[src/rtl/ysyx_220053_arb_pkg.sv]
// ysyx_220053_arb_pkg
// Shared definitions for the IFU/LSU memory arbiter:
//   arb_state_t      - arbiter FSM states (IDLE, REQ, WAIT, RESP)
//   GNT_IFU/GNT_LSU  - one-bit grant identifiers used for the latched grant
//                      and the round-robin last-grant register
package ysyx_220053_arb_pkg;

    typedef enum logic [1:0] {
        IDLE = 2'd0,
        REQ  = 2'd1,
        WAIT = 2'd2,
        RESP = 2'd3
    } arb_state_t;

    localparam logic GNT_IFU = 1'b0;
    localparam logic GNT_LSU = 1'b1;

endpackage

[src/rtl/ysyx_220053_arb_pick.sv]
// ysyx_220053_arb_pick
// Combinational winner selection between the IFU and LSU requesters.
//   ifu_valid  in   IFU request pending
//   lsu_valid  in   LSU request pending
//   last_gnt   in   requester granted last (only with YSYX_220053_ARB_RR_EN)
//   gnt_valid  out  at least one requester is pending
//   gnt_id     out  winning requester (GNT_IFU / GNT_LSU)
// Default build: fixed priority, LSU over IFU.
// YSYX_220053_ARB_RR_EN: ties go to the requester that was not granted last.
module ysyx_220053_arb_pick
    import ysyx_220053_arb_pkg::*;
(
    input  logic ifu_valid,
    input  logic lsu_valid,
`ifdef YSYX_220053_ARB_RR_EN
    input  logic last_gnt,
`endif
    output logic gnt_valid,
    output logic gnt_id
);

    always_comb begin
        gnt_valid = ifu_valid | lsu_valid;
        gnt_id    = GNT_IFU;
        if (ifu_valid && lsu_valid) begin
`ifdef YSYX_220053_ARB_RR_EN
            gnt_id = (last_gnt == GNT_LSU) ? GNT_IFU : GNT_LSU;
`else
            gnt_id = GNT_LSU;
`endif
        end else if (lsu_valid) begin
            gnt_id = GNT_LSU;
        end
    end

endmodule

[src/rtl/ysyx_220053_mem_arbiter.sv]
// ysyx_220053_mem_arbiter
// Shares one memory port between the instruction fetch unit (IFU) and the
// load/store unit (LSU), with a single transaction in flight at a time.
//   clk, rst                      clock, synchronous active-high reset
//   ifu_req_* / ifu_resp_*        fetch request handshake and read response
//   lsu_req_* / lsu_resp_*        load/store request handshake and response
//                                 (stores also get a one-cycle resp pulse)
//   mem_req_* / mem_resp_*        downstream memory request and response
// FSM: IDLE (arbitrate, accept) -> REQ (present request) -> WAIT (await
// response) -> RESP (one-cycle resp_valid to the granted requester) -> IDLE.
// Optional macro YSYX_220053_ARB_RR_EN switches tie resolution from fixed
// LSU-over-IFU priority to round-robin using a one-bit last-grant register.
module ysyx_220053_mem_arbiter
    import ysyx_220053_arb_pkg::*;
#(
    parameter int ADDR_W = 64,
    parameter int DATA_W = 64
) (
    input  logic                clk,
    input  logic                rst,

    input  logic                ifu_req_valid,
    output logic                ifu_req_ready,
    input  logic [ADDR_W-1:0]   ifu_addr,
    output logic                ifu_resp_valid,
    output logic [DATA_W-1:0]   ifu_rdata,

    input  logic                lsu_req_valid,
    output logic                lsu_req_ready,
    input  logic [ADDR_W-1:0]   lsu_addr,
    input  logic                lsu_wen,
    input  logic [DATA_W-1:0]   lsu_wdata,
    input  logic [DATA_W/8-1:0] lsu_wmask,
    output logic                lsu_resp_valid,
    output logic [DATA_W-1:0]   lsu_rdata,

    output logic                mem_req_valid,
    input  logic                mem_req_ready,
    output logic [ADDR_W-1:0]   mem_addr,
    output logic                mem_wen,
    output logic [DATA_W-1:0]   mem_wdata,
    output logic [DATA_W/8-1:0] mem_wmask,
    input  logic                mem_resp_valid,
    input  logic [DATA_W-1:0]   mem_rdata
);

    localparam int MASK_W = DATA_W / 8;

    arb_state_t          state;
    logic                gnt_q;
    logic [ADDR_W-1:0]   addr_q;
    logic                wen_q;
    logic [DATA_W-1:0]   wdata_q;
    logic [MASK_W-1:0]   wmask_q;
    logic [DATA_W-1:0]   rdata_q;

    logic                gnt_valid;
    logic                gnt_id;
    logic                handshake;

`ifdef YSYX_220053_ARB_RR_EN
    logic                last_q;
`endif

    ysyx_220053_arb_pick u_pick (
        .ifu_valid (ifu_req_valid),
        .lsu_valid (lsu_req_valid),
`ifdef YSYX_220053_ARB_RR_EN
        .last_gnt  (last_q),
`endif
        .gnt_valid (gnt_valid),
        .gnt_id    (gnt_id)
    );

    // Ready is only offered in IDLE and only to the winner; it is masked
    // during reset so nothing looks accepted while the block is clearing.
    assign ifu_req_ready = !rst && (state == IDLE) && gnt_valid && (gnt_id == GNT_IFU);
    assign lsu_req_ready = !rst && (state == IDLE) && gnt_valid && (gnt_id == GNT_LSU);
    assign handshake     = (ifu_req_valid && ifu_req_ready) || (lsu_req_valid && lsu_req_ready);

    assign mem_addr  = addr_q;
    assign mem_wen   = wen_q;
    assign mem_wdata = wdata_q;
    assign mem_wmask = wmask_q;

    // Both requesters see the same registered data; only resp_valid tells
    // them whose transaction it was.
    assign ifu_rdata = rdata_q;
    assign lsu_rdata = rdata_q;

    always_ff @(posedge clk) begin
        if (rst) begin
            state          <= IDLE;
            gnt_q          <= GNT_IFU;
            addr_q         <= '0;
            wen_q          <= 1'b0;
            wdata_q        <= '0;
            wmask_q        <= '0;
            rdata_q        <= '0;
            mem_req_valid  <= 1'b0;
            ifu_resp_valid <= 1'b0;
            lsu_resp_valid <= 1'b0;
`ifdef YSYX_220053_ARB_RR_EN
            // Starting from "last = LSU" makes the first tie go to the IFU.
            last_q         <= GNT_LSU;
`endif
        end else begin
            ifu_resp_valid <= 1'b0;
            lsu_resp_valid <= 1'b0;
            case (state)
                IDLE: begin
                    if (handshake) begin
                        gnt_q         <= gnt_id;
                        mem_req_valid <= 1'b1;
                        state         <= REQ;
`ifdef YSYX_220053_ARB_RR_EN
                        last_q        <= gnt_id;
`endif
                        if (gnt_id == GNT_LSU) begin
                            addr_q  <= lsu_addr;
                            wen_q   <= lsu_wen;
                            wdata_q <= lsu_wdata;
                            wmask_q <= lsu_wmask;
                        end else begin
                            // Fetches are always full reads.
                            addr_q  <= ifu_addr;
                            wen_q   <= 1'b0;
                            wdata_q <= '0;
                            wmask_q <= '0;
                        end
                    end
                end
                REQ: begin
                    if (mem_req_ready) begin
                        mem_req_valid <= 1'b0;
                        state         <= WAIT;
                    end
                end
                WAIT: begin
                    if (mem_resp_valid) begin
                        rdata_q        <= mem_rdata;
                        ifu_resp_valid <= (gnt_q == GNT_IFU);
                        lsu_resp_valid <= (gnt_q == GNT_LSU);
                        state          <= RESP;
                    end
                end
                RESP: begin
                    state <= IDLE;
                end
                default: begin
                    state <= IDLE;
                end
            endcase
        end
    end

endmodule

[config.mk]
export PLATFORM = sky130hd
export DESIGN_NAME = ysyx_220053_mem_arbiter
export DESIGN_NICKNAME = d
export VERILOG_FILES = /design/src/rtl/ysyx_220053_arb_pkg.sv /design/src/rtl/ysyx_220053_arb_pick.sv /design/src/rtl/ysyx_220053_mem_arbiter.sv
export SDC_FILE = /design/constraint.sdc
export NUM_CORES = 1
export LEC_CHECK = 0
export BUFFER_PORTS_ARGS = -buffer_cell sky130_fd_sc_hd__buf_4
export CAP_MARGIN = 20
export CELL_PAD_IN_SITES_DETAIL_PLACEMENT = 1
export CELL_PAD_IN_SITES_GLOBAL_PLACEMENT = 2
export CORE_MARGIN = 10
export CORE_UTILIZATION = 19
export DETAILED_ROUTE_END_ITERATION = 8
export PLACE_DENSITY_LB_ADDON = 0.3
export REMOVE_ABC_BUFFERS = 1
export SYNTH_ARGS = -nofsm -noshare
export SYNTH_HDL_FRONTEND = slang
export SYNTH_SLANG_ARGS = --single-unit
[constraint.sdc]
create_clock -name clk -period 1.7 [get_ports clk]
set_input_delay 0.255 -clock clk [delete_from_list [all_inputs] [get_ports clk]]
set_output_delay 0.255 -clock clk [all_outputs]
set_load 0.005 [all_outputs]
==> qor.csv <==
metric,value,unit
outcome,"complete, but fails checks",
violated checks,setup timing,
worst r2r path cells,10,
Hold Path Depth,5,
All-Layer GR Usage,15.9,%
critical path required time,1.44,ns
number of input and output port buffers inserted,540,
element type at the critical path start,flip-flop,
delay contributed by the slowest stage of the critical path,0.35,ns
Yosys reg bits,207,
level count of the clock H-tree,1,
"Max FO, Critical Path",3,
library cell contributing the largest single delay on the critical path,dfxtp_2,
horizontal extent of the die,230,um
startpoint of the most critical register-to-register path,state[0],
drt total wl,47100,um
area grow syn2layout,91.4,%
total vias in the final route,9608,
nets,1931,
post-route total power,18700,uW
RSZ-0062 raised after global routing,yes,
Cells after Synth,1046,
endpoint of the worst register-to-register path,mem_wdata[39],
buffer cell driving the clock tree root,clkbuf_16,
Remaining DRCs,0,
Slew headroom,63.7,%
post-route clock period utilization,109,%
via count of the first global-routing pass,10218,
transition time at the pin with the least slew margin,0.544,ns
antenna violations before repair,4,
total CTS buffers,26,
Final min period,1.86,ns
ratio of cells with drive above 1 in the final layout,45.6,%
start-to-end type of the worst setup path,flip-flop to output pin,
endpoints failing hold,0,
post-synthesis cell area,0.00838,mm^2
count of different cell masters after synthesis,25,
setup total negative slack,-1.45,ns
Max Clock Freq,538,MHz
"most common cell after layout, fill and taps aside",buf_4,
"Clk Latency, worst-skew pair",0.54,ns
Max Cap Violations,0,
CP Capture Type,output pin,
clock tree from TritonCTS,built,
"worst slack, placed",-0.173,ns
GPL Wtd Cong,0.739,
number of pins with negative max-slew slack in the final report,0,
Std-Cell Core Area,0.0434,mm^2
ports placed on the boundary,541,
die area,0.0529,mm^2
number of buffers between clock root and the deepest sink,3,
average wire per cell in the routed design,20.9,um
remaining global-route overflow,0,
post-detailed-placement half-perimeter wirelength,32400,um
list of cells traversed by the critical path,"inv_4, ha_4, nor2b_4, and2_4, buf_12, buf_6",
final standard cell utilization of the core,37.0,%
"setup slack, reg-to-reg",-0.09,ns
sequential area share after synthesis,49.5,%
Setup-failing EPs final,52,
Synth warnings,0,
CTS sink count,207,
effective utilization at floorplan,19.3,%
"leading cell types in the layout, fill and taps excluded","buf_4, nand2_1, dfxtp_1",
maximum clock skew at final layout,0.00579,ns
area of placed instances,0.0127,mm^2
number of DRC markers in iteration 0,504,
Core Rows,76,
Die Height,230,um
maximum number of pins on one net before global-route repair,96,
maximum VDD drop,849,uV
via count normalized by instance count,4.25,
critical path startpoint,state[1],
static leakage,0.00706,uW
min setup slack post-route,-0.159,ns
post-route cell area,0.0160,mm^2
startpoint of the tightest hold check path,lsu_addr[53],
ANT nets after route,0,
class of the worst hold path,input port to flip-flop,
power density over the cells,1170,mW/mm^2
clock-pin slew reported for the worst setup and hold paths after clock tree synthesis,0.06,ns
number of detailed-routing iterations run before antenna repair,4,
mean instance size in the synthesized netlist,8.01,um^2
endpoint arrival time on the critical path,1.60,ns
endpoint of the most critical setup path,lsu_req_ready,
first-pass GRT wire length,65800,um
-- how the worst min path moves through the flow --
stage	end	slack (ns)
3_5_place_dp	ifu_resp_valid	0.44
6_report	mem_addr[53]	0.06
5_1_grt	mem_addr[46]	0.06
2_1_floorplan	ifu_rdata[0]	0.32
4_1_cts	mem_addr[46]	0.02
3_3_place_gp	ifu_resp_valid	0.44
-- stage by stage --
step / std cells / hold WS [ns]
2_1_floorplan: 894 / 0.324
3_3_place_gp: 2047 / 0.441
3_5_place_dp: 2047 / 0.441
4_1_cts: 2236 / 0.0209
5_1_grt: 2259 / 0.0588
6_report: 2260 / 0.0641
-- power by group --
part	internal (uW)	switching, uW
sequential	5590	542
combinational	3650	3440
clock	3290	2200
total	12500	6190
-- worst max-delay path, delay by kind of cell, from the launching register on --
kind | cells | cell delay, ns
and+or+nand+nor | 2 | 0.28
adders and majority gates | 1 | 0.15
buffers and inverters | 3 | 0.27
DFF | 1 | 0.35
-- sequential cells by signal, summed over array words and instances, names as in the netlist --
signal / count
ifu_resp_valid: 1
mem_wdata: 64
ifu_rdata: 64
lsu_resp_valid: 1
state: 2
mem_wen: 1
mem_req_valid: 1
gnt_q: 1
mem_addr: 64
mem_wmask: 8
-- layout make-up --
type                       count  area [um^2]
tap                          585          732
multi-input combinational    682         3960
inverter                       6         25.0
antenna                        2         5.00
sequential                   207         4150
clock buffer                  40          785
fill                        5079        27300
timing repair buffer         733         6330
clock inverter                 5         50.0
-- synthesized netlist by cell type --
library cell | instances | share of area, %
nor2_1 | 138 | 6.2
inv_1 | 6 | 0.27
ha_1 | 4 | 0.60
a31o_2 | 1 | 0.10
a22oi_1 | 137 | 12
clkbuf_1 | 49 | 2.2
a22o_1 | 2 | 0.21
a221oi_1 | 1 | 0.10
o21ai_0 | 63 | 3.8
and3_1 | 1 | 0.075
buf_2 | 25 | 1.5
nor2b_4 | 1 | 0.16
nand2_1 | 256 | 11
dfxtp_1 | 207 | 49
a21oi_1 | 66 | 3.9
a211oi_1 | 1 | 0.090
and2_1 | 3 | 0.22
mux2i_1 | 1 | 0.12
buf_4 | 71 | 6.4
a21boi_1 | 1 | 0.090
o22ai_1 | 1 | 0.075
nor2b_1 | 2 | 0.15
o21ai_4 | 1 | 0.19
nor3_1 | 1 | 0.060
buf_1 | 7 | 0.31
-- routing by layer --
metal / up-vias / routed length [um] / GRT usage [%]
li1: 4672 / - / -
met1: 4529 / 18800 / 17.2
met2: 341 / 23400 / 28.3
met3: 60 / 3770 / 6.16
met4: 6 / 1130 / 3.95
met5: - / 37 / 0
-- timing repair --
| item | in CTS | in global routing |
|---|---|---|
| setup endpoints to repair | 2 | 120 |
| hold endpoints to repair | 137 | 0 |
| pin swaps | 1 | 10 |
| hold buffers | 137 | 0 |
| buffers inserted | 6 | 6 |
| cloned | 1 | 16 |
| gates resized for setup | 13 | 125 |
-- kinds of logic after synthesis --
kind of cell | Yosys count | share of synthesized area, %
compound gates | 274 | 20.9
fa+ha+maj | 4 | 0.597
mux | 1 | 0.119
buf+inv | 158 | 10.6
flops | 207 | 49.5
simple gates | 402 | 18.3
No activity file was read; power rests on OpenSTA's default activity.
